File: src/rtl/rr_arbiter_onehot.sv
// Round-robin arbiter with a registered one-hot grant held for a multi-cycle
// transaction; released on done, abandonment or watchdog expiry.
module rr_arbiter_onehot #(
    parameter int N        = 8,
    parameter int MAX_HOLD = 16,
    localparam int IW      = $clog2(N)
) (
    input  logic          clk,
    input  logic          rst_n,
    input  logic [N-1:0]  req,
    input  logic          done,
    output logic [N-1:0]  gnt,
    output logic [IW-1:0] gnt_idx,
    output logic          busy,
    output logic          timeout
);

    localparam int HW = (MAX_HOLD > 0) ? $clog2(MAX_HOLD + 1) : 1;
    localparam logic [HW-1:0] HOLD_SAT = HW'(MAX_HOLD);

    typedef enum logic {
        IDLE = 1'b0,
        BUSY = 1'b1
    } state_t;

    state_t        state_q, state_d;
    logic [N-1:0]  gnt_q, gnt_d;
    logic [IW-1:0] gnt_idx_q, gnt_idx_d;
    logic [N-1:0]  prio_mask_q, prio_mask_d;
    logic [HW-1:0] hold_cnt_q, hold_cnt_d;
    logic          timeout_q, timeout_d;

    logic [N-1:0]  masked;
    logic [N-1:0]  cand;
    logic [N-1:0]  win;
    logic [HW-1:0] hold_inc;
    logic          expire;
    logic          abandon;

    // Highest set bit wins. A log-depth prefix-OR marks every position that
    // has a set bit at or above it; a bit survives only if nothing above is set.
    function automatic logic [N-1:0] msb_onehot(input logic [N-1:0] x);
        logic [N-1:0] s;
        s = x;
        for (int k = 1; k < N; k = k * 2) begin
            s = s | (s >> k);
        end
        return x & ~(s >> 1);
    endfunction

    function automatic logic [IW-1:0] onehot_to_idx(input logic [N-1:0] oh);
        logic [IW-1:0] idx;
        idx = '0;
        for (int i = 0; i < N; i++) begin
            if (oh[i]) idx = idx | IW'(i);
        end
        return idx;
    endfunction

    always_comb begin
        masked   = req & prio_mask_q;
        cand     = (|masked) ? masked : req;
        win      = msb_onehot(cand);
        hold_inc = (hold_cnt_q == HOLD_SAT) ? hold_cnt_q : hold_cnt_q + HW'(1);
        expire   = (MAX_HOLD != 0) && (hold_inc == HOLD_SAT);
        abandon  = ~|(req & gnt_q);
    end

    always_comb begin
        state_d     = state_q;
        gnt_d       = gnt_q;
        gnt_idx_d   = gnt_idx_q;
        prio_mask_d = prio_mask_q;
        hold_cnt_d  = hold_cnt_q;
        timeout_d   = 1'b0;

        unique case (state_q)
            IDLE: begin
                if (|req) begin
                    state_d     = BUSY;
                    gnt_d       = win;
                    gnt_idx_d   = onehot_to_idx(win);
                    // (1<<k)-1: only indices below the new owner are preferred next
                    prio_mask_d = win - N'(1);
                    hold_cnt_d  = '0;
                end
            end
            BUSY: begin
                hold_cnt_d = hold_inc;
                if (done || abandon || expire) begin
                    state_d    = IDLE;
                    gnt_d      = '0;
                    hold_cnt_d = '0;
                    timeout_d  = expire && !done;
                end
            end
            default: begin
                state_d = IDLE;
                gnt_d   = '0;
            end
        endcase
    end

    always_ff @(posedge clk or negedge rst_n) begin
        if (!rst_n) begin
            state_q     <= IDLE;
            gnt_q       <= '0;
            gnt_idx_q   <= '0;
            prio_mask_q <= '1;
            hold_cnt_q  <= '0;
            timeout_q   <= 1'b0;
        end else begin
            state_q     <= state_d;
            gnt_q       <= gnt_d;
            gnt_idx_q   <= gnt_idx_d;
            prio_mask_q <= prio_mask_d;
            hold_cnt_q  <= hold_cnt_d;
            timeout_q   <= timeout_d;
        end
    end

    assign gnt     = gnt_q;
    assign gnt_idx = gnt_idx_q;
    assign busy    = (state_q == BUSY);
    assign timeout = timeout_q;

endmodule

File: config.mk
export PLATFORM = sky130hd
export DESIGN_NAME = rr_arbiter_onehot
export DESIGN_NICKNAME = d
export VERILOG_FILES = /design/src/rtl/rr_arbiter_onehot.sv
export SDC_FILE = /design/constraint.sdc
export NUM_CORES = 1
export LEC_CHECK = 0
export CAP_MARGIN = 10
export CORE_UTILIZATION = 47
export CTS_CLUSTER_DIAMETER = 80
export DETAILED_ROUTE_END_ITERATION = 8
export GPL_TIMING_DRIVEN = 0
export PLACE_DENSITY = 0.74
export SLEW_MARGIN = 20
export SYNTH_ARGS = -nofsm -noshare
export SYNTH_HDL_FRONTEND = slang
export SYNTH_SLANG_ARGS = --single-unit
File: constraint.sdc
create_clock -name clk -period 2.6 [get_ports clk]
set_clock_uncertainty 0.15 [all_clocks]
set_input_delay 0.65 -clock clk [delete_from_list [all_inputs] [get_ports clk]]
set_output_delay 0.65 -clock clk [all_outputs]
set_load 0.01 [all_outputs]
==> results of run 1 <==
==> critical path, cell delays in order (launching register included) <==
cell      delay, ns
dfstp_2        0.60
a22oi_2        0.10
and3_4         0.21
and2_1         0.15
buf_6          0.13
a21oi_4        0.18
and4b_2        0.28
inv_2          0.05
ha_4           0.18
buf_4          0.15
a221oi_2       0.24
o21ai_1        0.08
==> power by group through the flow <==
| stage | clock network, mW | registers (mW) | logic (mW) |
|---|---|---|---|
| 2_1_floorplan | 0 | 0.668 | 0.499 |
| 3_3_place_gp | 0 | 0.659 | 0.756 |
| 3_5_place_dp | 0 | 0.667 | 0.771 |
| 4_1_cts | 0.188 | 0.670 | 0.912 |
| 5_1_grt | 0.202 | 0.688 | 1.12 |
| 6_report | 0.180 | 0.678 | 1.04 |
==> registers in the layout (all words and copies together), names as in the netlist <==
signal and count:
gnt 8, prio_mask_q 8, hold_cnt_q 5, gnt_idx 3
busy 1, timeout 1
==> timing repair <==
item	CTS	global route
hold buffers	0	0
setup endpoints to repair	21	12
pin swaps	7	8
buffers inserted	10	5
resized for setup	34	15
hold endpoints to repair	0	0
==> area by class of cell <==
cell class,count,share of cell area (%)
Clock buffer,4,1.32
Inverter,5,0.940
Sequential cell,26,33.1
Buffer,4,1.25
Timing Repair Buffer,37,15.2
Multi-Input combinational cell,121,45.5
Tap cell,44,2.76
==> per-layer routing <==
metal  routed length (µm)  track usage [%]  up-vias
met3                  262             5.13       13
li1                     -                -      672
met5                    0                0        -
met4                   84             12.9        0
met2                 1880             40.1       73
met1                 1820             32.1      700
==> metrics by stage <==
stage | cell area, µm² | power (mW) | TNS [ns]
4_1_cts | 1940 | 1.77 | 0
3_5_place_dp | 1770 | 1.44 | -14.90
3_3_place_gp | 1780 | 1.42 | -13.95
5_1_grt | 2000 | 2.01 | -0.0848
6_report | 2000 | 1.89 | 0
2_1_floorplan | 1500 | 1.17 | -0.689
==> placed cells by master (no fill, tap or decap), types with 4 or more instances in the layout <==
cell type,n
dfstp_2,8
nand3_1,5
inv_1,4
buf_4,15
a22oi_1,4
a22o_1,4
clkdlybuf4s50_1,14
a21oi_1,5
a21o_1,4
nand3b_1,4
o21ai_0,10
dfrtp_1,18
buf_2,5
nand2_1,10
nor2_1,14
nor3_1,4
==> kinds of logic after synthesis <==
| family | count (synthesis) |
|---|---|
| compound gates | 56 |
| xor+xnor | 2 |
| fa+ha+maj | 3 |
| buf+inv | 9 |
| flops | 26 |
| mux | 1 |
| simple gates | 59 |
==> worst min path at each step <==
stage | from | endpoint | slack, ns | depth (start not counted)
after floorplan | rst_n | busy$_DFF_PN0_ | 0.20 | 0
after global placement | prio_mask_q[2]$_DFFE_PN1P_ | prio_mask_q[2]$_DFFE_PN1P_ | 0.32 | 2
after detailed placement | prio_mask_q[4]$_DFFE_PN1P_ | prio_mask_q[4]$_DFFE_PN1P_ | 0.34 | 2
after CTS | rst_n | hold_cnt_q[3]$_DFFE_PN0P_ | 0.14 | 1
after global routing | rst_n | hold_cnt_q[4]$_DFFE_PN0P_ | 0.15 | 1
final | rst_n | hold_cnt_q[3]$_DFFE_PN0P_ | 0.12 | 1
==> summary.txt, run 1 <==
Run status
  • Status: finished, final reports clean

Setup path
  • Worst reg2reg setup slack: 0.02 ns
  • CP Capture Point: prio_mask_q[4]$_DFFE_PN1P_
  • Cells on worst reg2reg path: 11
  • Worst-path fanout max: 6
  • Critical path required time: 2.71 ns
  • Critical path endpoint category: flop
  • Reg-to-Reg End: prio_mask_q[4]$_DFFE_PN1P_
  • Critical Path Start: prio_mask_q[4]$_DFFE_PN1P_
  • Reg2reg start: prio_mask_q[4]$_DFFE_PN1P_
  • Startpoint types: flop
  • Setup CP Type: reg2reg
  • WP data arrival: 2.69 ns

Pwr
  • Sequential share of power: 35.8%
  • Internal Power: 1.11 mW
  • P_sw: 0.780 mW
  • Sw Share: 41.1%
  • Clock share of power: 9.5%
  • Logic gate share of total power: 54.7%
  • Max VDD drop: 0.484 mV
  • Power Density: 949 nW/µm²
  • Static Leak: 0.846 nW

Finish
  • P&R area growth vs syn: 34.2%
  • Area of the multi-input gates: 908 µm²
  • Share of cells above drive strength 1: 31.5%
  • N_diodes: 0
  • Post-route core utilization: 66.0%
  • Register area: 661 µm²
  • Filler Cell Count: 259
  • Non-Filler Instances: 241
  • Final-stage net count: 212

CTS
  • # clock sinks: 26
  • Reg clk slew, reported paths: 0.15 ns
  • Later-pin clock latency in the skew report: 0.33 ns
  • Clk root buf: clkbuf_4
  • TritonCTS buffer count: 3
  • Htree depth: 1
  • Clock Tree Buf Depth: 2
  • CTS tree: done

Floorplanning
  • Core footprint: 3030 µm²
  • Cell Rows: 20
  • Die X-Extent: 58.3 µm
  • Area of the die: 3390 µm²
  • Die height: 58.3 µm
  • Starting density of the core: 49.1%
  • Boundary pin count: 24

Synthesis
  • Top cell type's share of synthesized area: 30.3%
  • Post-Synth Simple-Gate Area: 20.7%
  • Synthesized-area fraction occupied by adder cells: 2.52%
  • EDFF count, synth: 0
  • Commonest cells post-synth: 18 x dfrtp_1, 15 x nor2_1, 11 x nand2_1, 11 x o21ai_0, 8 x dfstp_2
  • Main synth FF type: dfrtp_1
  • Top cells by area, synth: dfrtp_1 30%, dfstp_2 14%, nor2_1 3.8%, o21ai_0 3.7%, a22oi_1 3.0%
  • Yosys Warn Count: 0
  • Netlist Area Pre-Place: 1490 µm²
  • Synthesized area per cell: 9.54 µm²
  • Compound-Gate Fraction of Synth Area: 28.1%
  • Syn_nets: 170
  • Yosys reg bits: 26
  • Syn Inst Count: 156
  • Largest family of logic cells by synthesized area: compound AO/OA/AOI/OAI gates
  • Synth area leader: dfrtp_1
  • Fraction of registers with async set/reset: 100%
  • Sequential area share after synthesis: 44.4%
  • Library cells used by synthesis: 51
  • Most frequent cell after synthesis: dfrtp_1
  • Mux cell area share after synthesis: 0.673%
  • XOR/XNOR share of the synthesized area: 1.18%

Run
  • Maxcap violations: 0

Placement
  • Routability cong.: 0.836
  • Worst slack at placement: -1.25 ns
  • Post-Place Cells: 222
  • Port bufs: 22
  • DP Wirelength: 2.62 mm

STA
  • Min Tclk post-route: 2.58 ns
  • Final setup viols: 0
  • Setup WS post-layout: 0.0205 ns
  • Worst Tran Pin Value: 0.581 ns
  • Max Clk Rate: 388 MHz
  • Crit share post-route: 99.2%
  • Fin. Hold Viols: 0
  • Min Hold Slack: 0.123 ns
  • Worst slew margin: 60.9%
  • RSZ-0062 raised after global routing: true
  • Max Slew Vio Count: 0

Global routing
  • First-pass GRT wire length: 6.34 mm
  • Gr ovfl total: 0
  • Initial antenna violation count: 0
  • Total track usage: 25.0%
  • Largest net degree at the start of global routing: 27
  • Vias in the first global route: 1408

Route
  • DR WL/cell: 16.8 µm
  • 1st-pass router iterations: 5
  • Vias per inst: 6.05
  • Drt drc: 0
  • DRT iter0 DRCs: 73
  • Final WL: 4.05 mm
  • Vias: 1458
  • Antenna Nets Post-Route: 0

Worst hold path
  • Hold crit path type: in2async
No activity file was read; power rests on OpenSTA's default activity.
==> inputs of run 2 (changes only) <==
- CELL_PAD_IN_SITES_DETAIL_PLACEMENT: not set -> 1
- CELL_PAD_IN_SITES_GLOBAL_PLACEMENT: not set -> 2
- CORE_UTILIZATION: 47 -> 29
- PLACE_DENSITY: 0.74 -> not set
- PLACE_DENSITY_LB_ADDON: not set -> 0.1
- RECOVER_POWER: not set -> 100
==> run 2 against run 1 <==
  * The flow now finishes with violations (max-capacitance violations, negative setup slack)
  * Cell area rose by 5.6%
  * Core utilization fell by 22 points
  * Register-to-register slack barely moved
  * Sequential cell count did not move
  * Via count fell by 1.2%
  * Final cell count rose by 11%
  * Global-route usage fell by 5.3 points
  * Critical endpoint is now prio_mask_q[6]$_DFFE_PN1P_
  * Highest routed layer unchanged
==> summary.txt, run 2 (synthesis gave the netlist of run 1 again) <==
STA
  • Final setup viols: 1
  • RSZ-0062 raised after global routing: true
  • Fin. Hold Viols: 0
  • Max Slew Vio Count: 0
  • Min Tclk post-route: 2.61 ns
  • Fin Setup TNS: -0.00704 ns
  • Worst slew margin: 0.631%
  • Setup WS post-layout: -0.00704 ns
  • Max Clk Rate: 384 MHz
  • Crit share post-route: 100%
  • Worst Tran Pin Value: 1.49 ns

CTS
  • # clock sinks: 26
  • Reg clk slew, reported paths: 0.10 ns
  • CTS tree: done
  • Later-pin clock latency in the skew report: 0.27 ns
  • TritonCTS buffer count: 3
  • CTS Hold Bufs: 0
  • Clk root buf: clkbuf_8
  • Clock Tree Buf Depth: 2
  • Htree depth: 1

Setup path
  • WP data arrival: 2.66 ns
  • Cells on worst reg2reg path: 10
  • Critical path required time: 2.65 ns
  • Critical path endpoint category: flop
  • Startpoint types: input pin
  • Reg2reg start: prio_mask_q[5]$_DFFE_PN1P_
  • Worst reg2reg setup slack: 0.01 ns
  • Worst-path fanout max: 7
  • Setup CP Type: in2reg
  • Reg-to-Reg End: prio_mask_q[6]$_DFFE_PN1P_

Placement
  • Post-DP Area: 1810 µm²
  • DP Wirelength: 3.35 mm
  • Port bufs: 22
  • Worst slack at placement: -1.44 ns
  • Routability cong.: 0.865

Finish
  • Final Cell Area: 2110 µm²
  • P&R area growth vs syn: 41.7%
  • Most frequent cells in the layout: 19 x buf_4, 18 x dfrtp_1, 14 x nor2_1
  • Filler Cell Count: 566
  • Area of the multi-input gates: 926 µm²
  • Final-stage net count: 215
  • N_diodes: 0
  • Commonest non-fill, non-tap cell in the layout: buf_4
  • Share of cells above drive strength 1: 32.5%
  • Register area: 661 µm²

Global routing
  • First-pass GRT wire length: 8.01 mm
  • Vias in the first global route: 1527
  • Total track usage: 19.8%
  • Largest net degree at the start of global routing: 27
  • Gr ovfl total: 0
  • Initial antenna violation count: 0

Route
  • Vias per inst: 5.40
  • Vias: 1441
  • DR WL/cell: 17.9 µm
  • 1st-pass router iterations: 4
  • DRT iter0 DRCs: 36
  • Antenna Nets Post-Route: 0
  • Drt drc: 0
  • Final WL: 4.78 mm

Floorplanning
  • Area of the die: 5420 µm²
  • Starting density of the core: 30.9%
  • Cell Rows: 25
  • Boundary pin count: 24
  • Die height: 73.6 µm
  • Die X-Extent: 73.6 µm
  • Core footprint: 4820 µm²

Pwr
  • Power Density: 953 nW/µm²
  • Static Leak: 0.911 nW
  • Max VDD drop: 0.390 mV

Worst hold path
  • Hold path cells: 2
  • Hold crit path type: reg2reg
  • Min-delay src: gnt_idx[2]$_DFFE_PN0P_
  • Hold path endpoint: gnt_idx[2]$_DFFE_PN0P_

Run status
  • Violated checks: max-capacitance violations, negative setup slack
  • Status: finished with violations

Run
  • Maxcap violations: 1
==> run 2: repair_timing <==
item | CTS | global route
resized for setup | 44 | 11
pin swaps | 9 | 8
endpoints found under the setup margin | 21 | 9
setup buffers | 14 | 5
==> run 2: through the flow <==
step	utilization [%]	hold WS, ns	total power [mW]	instances
4_1_cts	42.6	0.253	1.96	263
5_1_grt	43.8	0.385	2.16	267
2_1_floorplan	-	0.204	1.17	156
6_report	43.8	0.349	2.01	267
3_5_place_dp	37.5	0.334	1.48	245
3_3_place_gp	37.5	0.327	1.46	245
==> run 2: worst max-delay path by stage <==
stage / from / cells past startpoint / end / slack (ns)
6_report: req[7] / 11 / prio_mask_q[6]$_DFFE_PN1P_ / -0.007
4_1_cts: req[2] / 11 / prio_mask_q[6]$_DFFE_PN1P_ / 0.005
5_1_grt: req[5] / 13 / prio_mask_q[6]$_DFFE_PN1P_ / -0.09
3_3_place_gp: req[5] / 10 / prio_mask_q[6]$_DFFE_PN1P_ / -1.38
3_5_place_dp: req[6] / 10 / prio_mask_q[6]$_DFFE_PN1P_ / -1.44
2_1_floorplan: req[5] / 9 / prio_mask_q[6]$_DFFE_PN1P_ / -0.28
==> run 2: cell type report <==
| class | instances | area share (%) |
|---|---|---|
| Multi-Input combinational cell | 121 | 43.9 |
| Sequential cell | 26 | 31.3 |
| Timing Repair Buffer | 41 | 16.8 |
| Tap cell | 67 | 3.98 |
| Clock buffer | 4 | 2.14 |
| Buffer | 3 | 0.950 |
| Inverter | 5 | 0.890 |
==> run 2: where the power goes <==
| group | switching [mW] | internal (mW) | total, mW |
|---|---|---|---|
| logic | 0.553 | 0.528 | 1.08 |
| clock network | 0.133 | 0.110 | 0.243 |
| registers | 0.128 | 0.558 | 0.686 |
==> run 2: metal layers <==
metal  up-vias  track usage (%)  wire (µm)
met5         -                0          0
met4         0             8.76         72
met3         6             2.47        115
met2        17             34.1       2450
met1       737             24.6       2140
li1        681                -          -
==> run 2: worst max-delay path, cell delays in order <==
cell and delay (ns):
clkdlybuf4s15_2 0.22, a222oi_1 0.07, buf_4 0.17, buf_12 0.13, a21o_4 0.22, a21oi_4 0.22, and4b_2 0.28, inv_2 0.05
ha_4 0.17, or3_1 0.32, a31oi_1 0.15
==> inputs of run 3 (changes only) <==
- RECOVER_POWER: 100 -> not set
==> run 3 against run 2 <==
  * The flow finishes with violations (negative setup slack)
  * Die area is the same
  * Register-to-register slack is essentially flat
  * Setup slack lost 0.0025 ns
  * Non-clock buffer count is the same
  * Global-route usage is the same
  * Clock-buffer cell count is the same
  * Wire length is essentially flat
  * Sequential cell count is the same
  * Final cell count is the same
  * Core utilization grew 0.21 points
  * Highest routed layer unchanged
==> summary.txt, run 3 (synthesis gave the netlist of run 1 again) <==
Run status
  • Status: finished with violations
  • Violated checks: negative setup slack

Finish
  • Final-stage net count: 215
  • N_diodes: 0
  • Most frequent cells in the layout: 19 x buf_4, 18 x dfrtp_1, 14 x nor2_1, 14 x clkdlybuf4s50_1
  • Post-route core utilization: 44.0%
  • Share of cells above drive strength 1: 33.0%
  • Non-Filler Instances: 267
  • P&R area growth vs syn: 42.4%
  • Commonest non-fill, non-tap cell in the layout: buf_4

STA
  • Max Clk Rate: 383 MHz
  • Final setup viols: 1
  • Setup WS post-layout: -0.00953 ns
  • Max Slew Vio Count: 0
  • Crit share post-route: 100%
  • RSZ-0062 raised after global routing: true
  • Worst Tran Pin Value: 0.619 ns
  • Fin. Hold Viols: 0
  • Worst slew margin: 58.7%
  • Min Tclk post-route: 2.61 ns

Route
  • Vias per inst: 5.36
  • Final WL: 4.78 mm
  • Antenna Nets Post-Route: 0
  • 1st-pass router iterations: 4
  • Drt drc: 0
  • Vias: 1430
  • DR WL/cell: 17.9 µm
  • DRT iter0 DRCs: 36

Global routing
  • Total track usage: 19.8%
  • Vias in the first global route: 1527
  • First-pass GRT wire length: 8.01 mm
  • Initial antenna violation count: 0
  • Largest net degree at the start of global routing: 27
  • Gr ovfl total: 0

Floorplanning
  • Die height: 73.6 µm
  • Die X-Extent: 73.6 µm
  • Cell Rows: 25
  • Core footprint: 4820 µm²
  • Boundary pin count: 24
  • Area of the die: 5420 µm²
  • Starting density of the core: 30.9%

Setup path
  • Critical path endpoint category: flop
  • Worst-path fanout max: 7
  • Setup CP Type: in2reg
  • WP data arrival: 2.66 ns
  • Startpoint types: input pin
  • Critical path required time: 2.65 ns

CTS
  • Later-pin clock latency in the skew report: 0.27 ns
  • # clock sinks: 26
  • Htree depth: 1
  • CTS Hold Bufs: 0
  • TritonCTS buffer count: 3
  • Clock Tree Buf Depth: 2
  • Clk root buf: clkbuf_8
  • CTS tree: done
  • Reg clk slew, reported paths: 0.10 ns

Placement
  • Port bufs: 22
  • Routability cong.: 0.865
  • DP Wirelength: 3.35 mm
  • Post-Place Cells: 245

Pwr
  • Static Leak: 0.889 nW
  • Overall power: 2.04 mW
  • Power Density: 963 nW/µm²
  • Max VDD drop: 0.393 mV

Run
  • Maxcap violations: 0

Worst hold path
  • Hold crit path type: in2async
==> run 3: cell types whose count changed in the layout (fill, tap and decap cells not counted), sizes merged <==
cell           delta
buf               +1
clkbuf            -1
clkdlybuf4s50    +13
dlygate4sd3      -13
==> run 3: area by class of cell <==
class	count	area, µm²
Fill cell	562	2700
Multi-Input combinational cell	121	935
Sequential cell	26	661
Timing Repair Buffer	41	355
Tap cell	67	83.8
Clock buffer	4	45.0
Buffer	3	20.0
Inverter	5	18.8
==> run 3: critical path, cell delays in order <==
cell             delay (ns)
clkdlybuf4s15_2        0.22
a222oi_1               0.07
buf_4                  0.17
buf_12                 0.13
a21o_4                 0.22
a21oi_4                0.22
and4b_2                0.28
inv_2                  0.05
ha_4                   0.17
or3_1                  0.32
a31oi_1                0.15
==> run 3: per-layer routing <==
metal / vias up / share of wire (%) / track usage (%)
met5: - / 0 / 0
met4: 0 / 1.5 / 8.76
met3: 6 / 2.4 / 2.47
met2: 19 / 51 / 34.1
met1: 726 / 45 / 24.6
li1: 679 / - / -
==> run 3: report_power, final <==
group | total [mW] | switching [mW] | internal, mW
clock network | 0.244 | 0.134 | 0.110
registers | 0.691 | 0.134 | 0.558
logic | 1.10 | 0.554 | 0.550
total | 2.04 | 0.822 | 1.22
==> run 3: through the flow <==
step | instance area, µm² | TNS (ns) | setup WS [ns] | hold slack (ns)
after CTS | 2050 | 0 | 0.00507 | 0.253
final | 2120 | -0.00953 | -0.00953 | 0.230
after global routing | 2120 | -0.196 | -0.0894 | 0.258
after detailed placement | 1810 | -16.19 | -1.44 | 0.334
after floorplan | 1500 | -0.689 | -0.282 | 0.204
after global placement | 1800 | -19.31 | -1.38 | 0.327
==> run 3: worst paths after layout <==
kind	startpoint	end	slack, ns	depth (start not counted)
worst max-delay path	req[7]	prio_mask_q[6]$_DFFE_PN1P_	-0.01	11
worst min-delay path	rst_n	hold_cnt_q[4]$_DFFE_PN0P_	0.23	1
worst max register to register	prio_mask_q[5]$_DFFE_PN1P_	prio_mask_q[6]$_DFFE_PN1P_	0.01	10
worst min register to register	gnt_idx[2]$_DFFE_PN0P_	gnt_idx[2]$_DFFE_PN0P_	0.36	2
max in group asynchronous	rst_n	gnt[7]$_DFFE_PN0P_	1.66	1
min in group clk	gnt_idx[2]$_DFFE_PN0P_	gnt_idx[2]$_DFFE_PN0P_	0.36	2
==> run 3: repair_timing <==
| item | 4_1_cts | 5_1_grt |
|---|---|---|
| endpoints found under the hold margin | 0 | 0 |
| pin swaps | 9 | 8 |
| endpoints found under the setup margin | 21 | 9 |
| resized for setup | 44 | 11 |
| setup buffers | 14 | 5 |
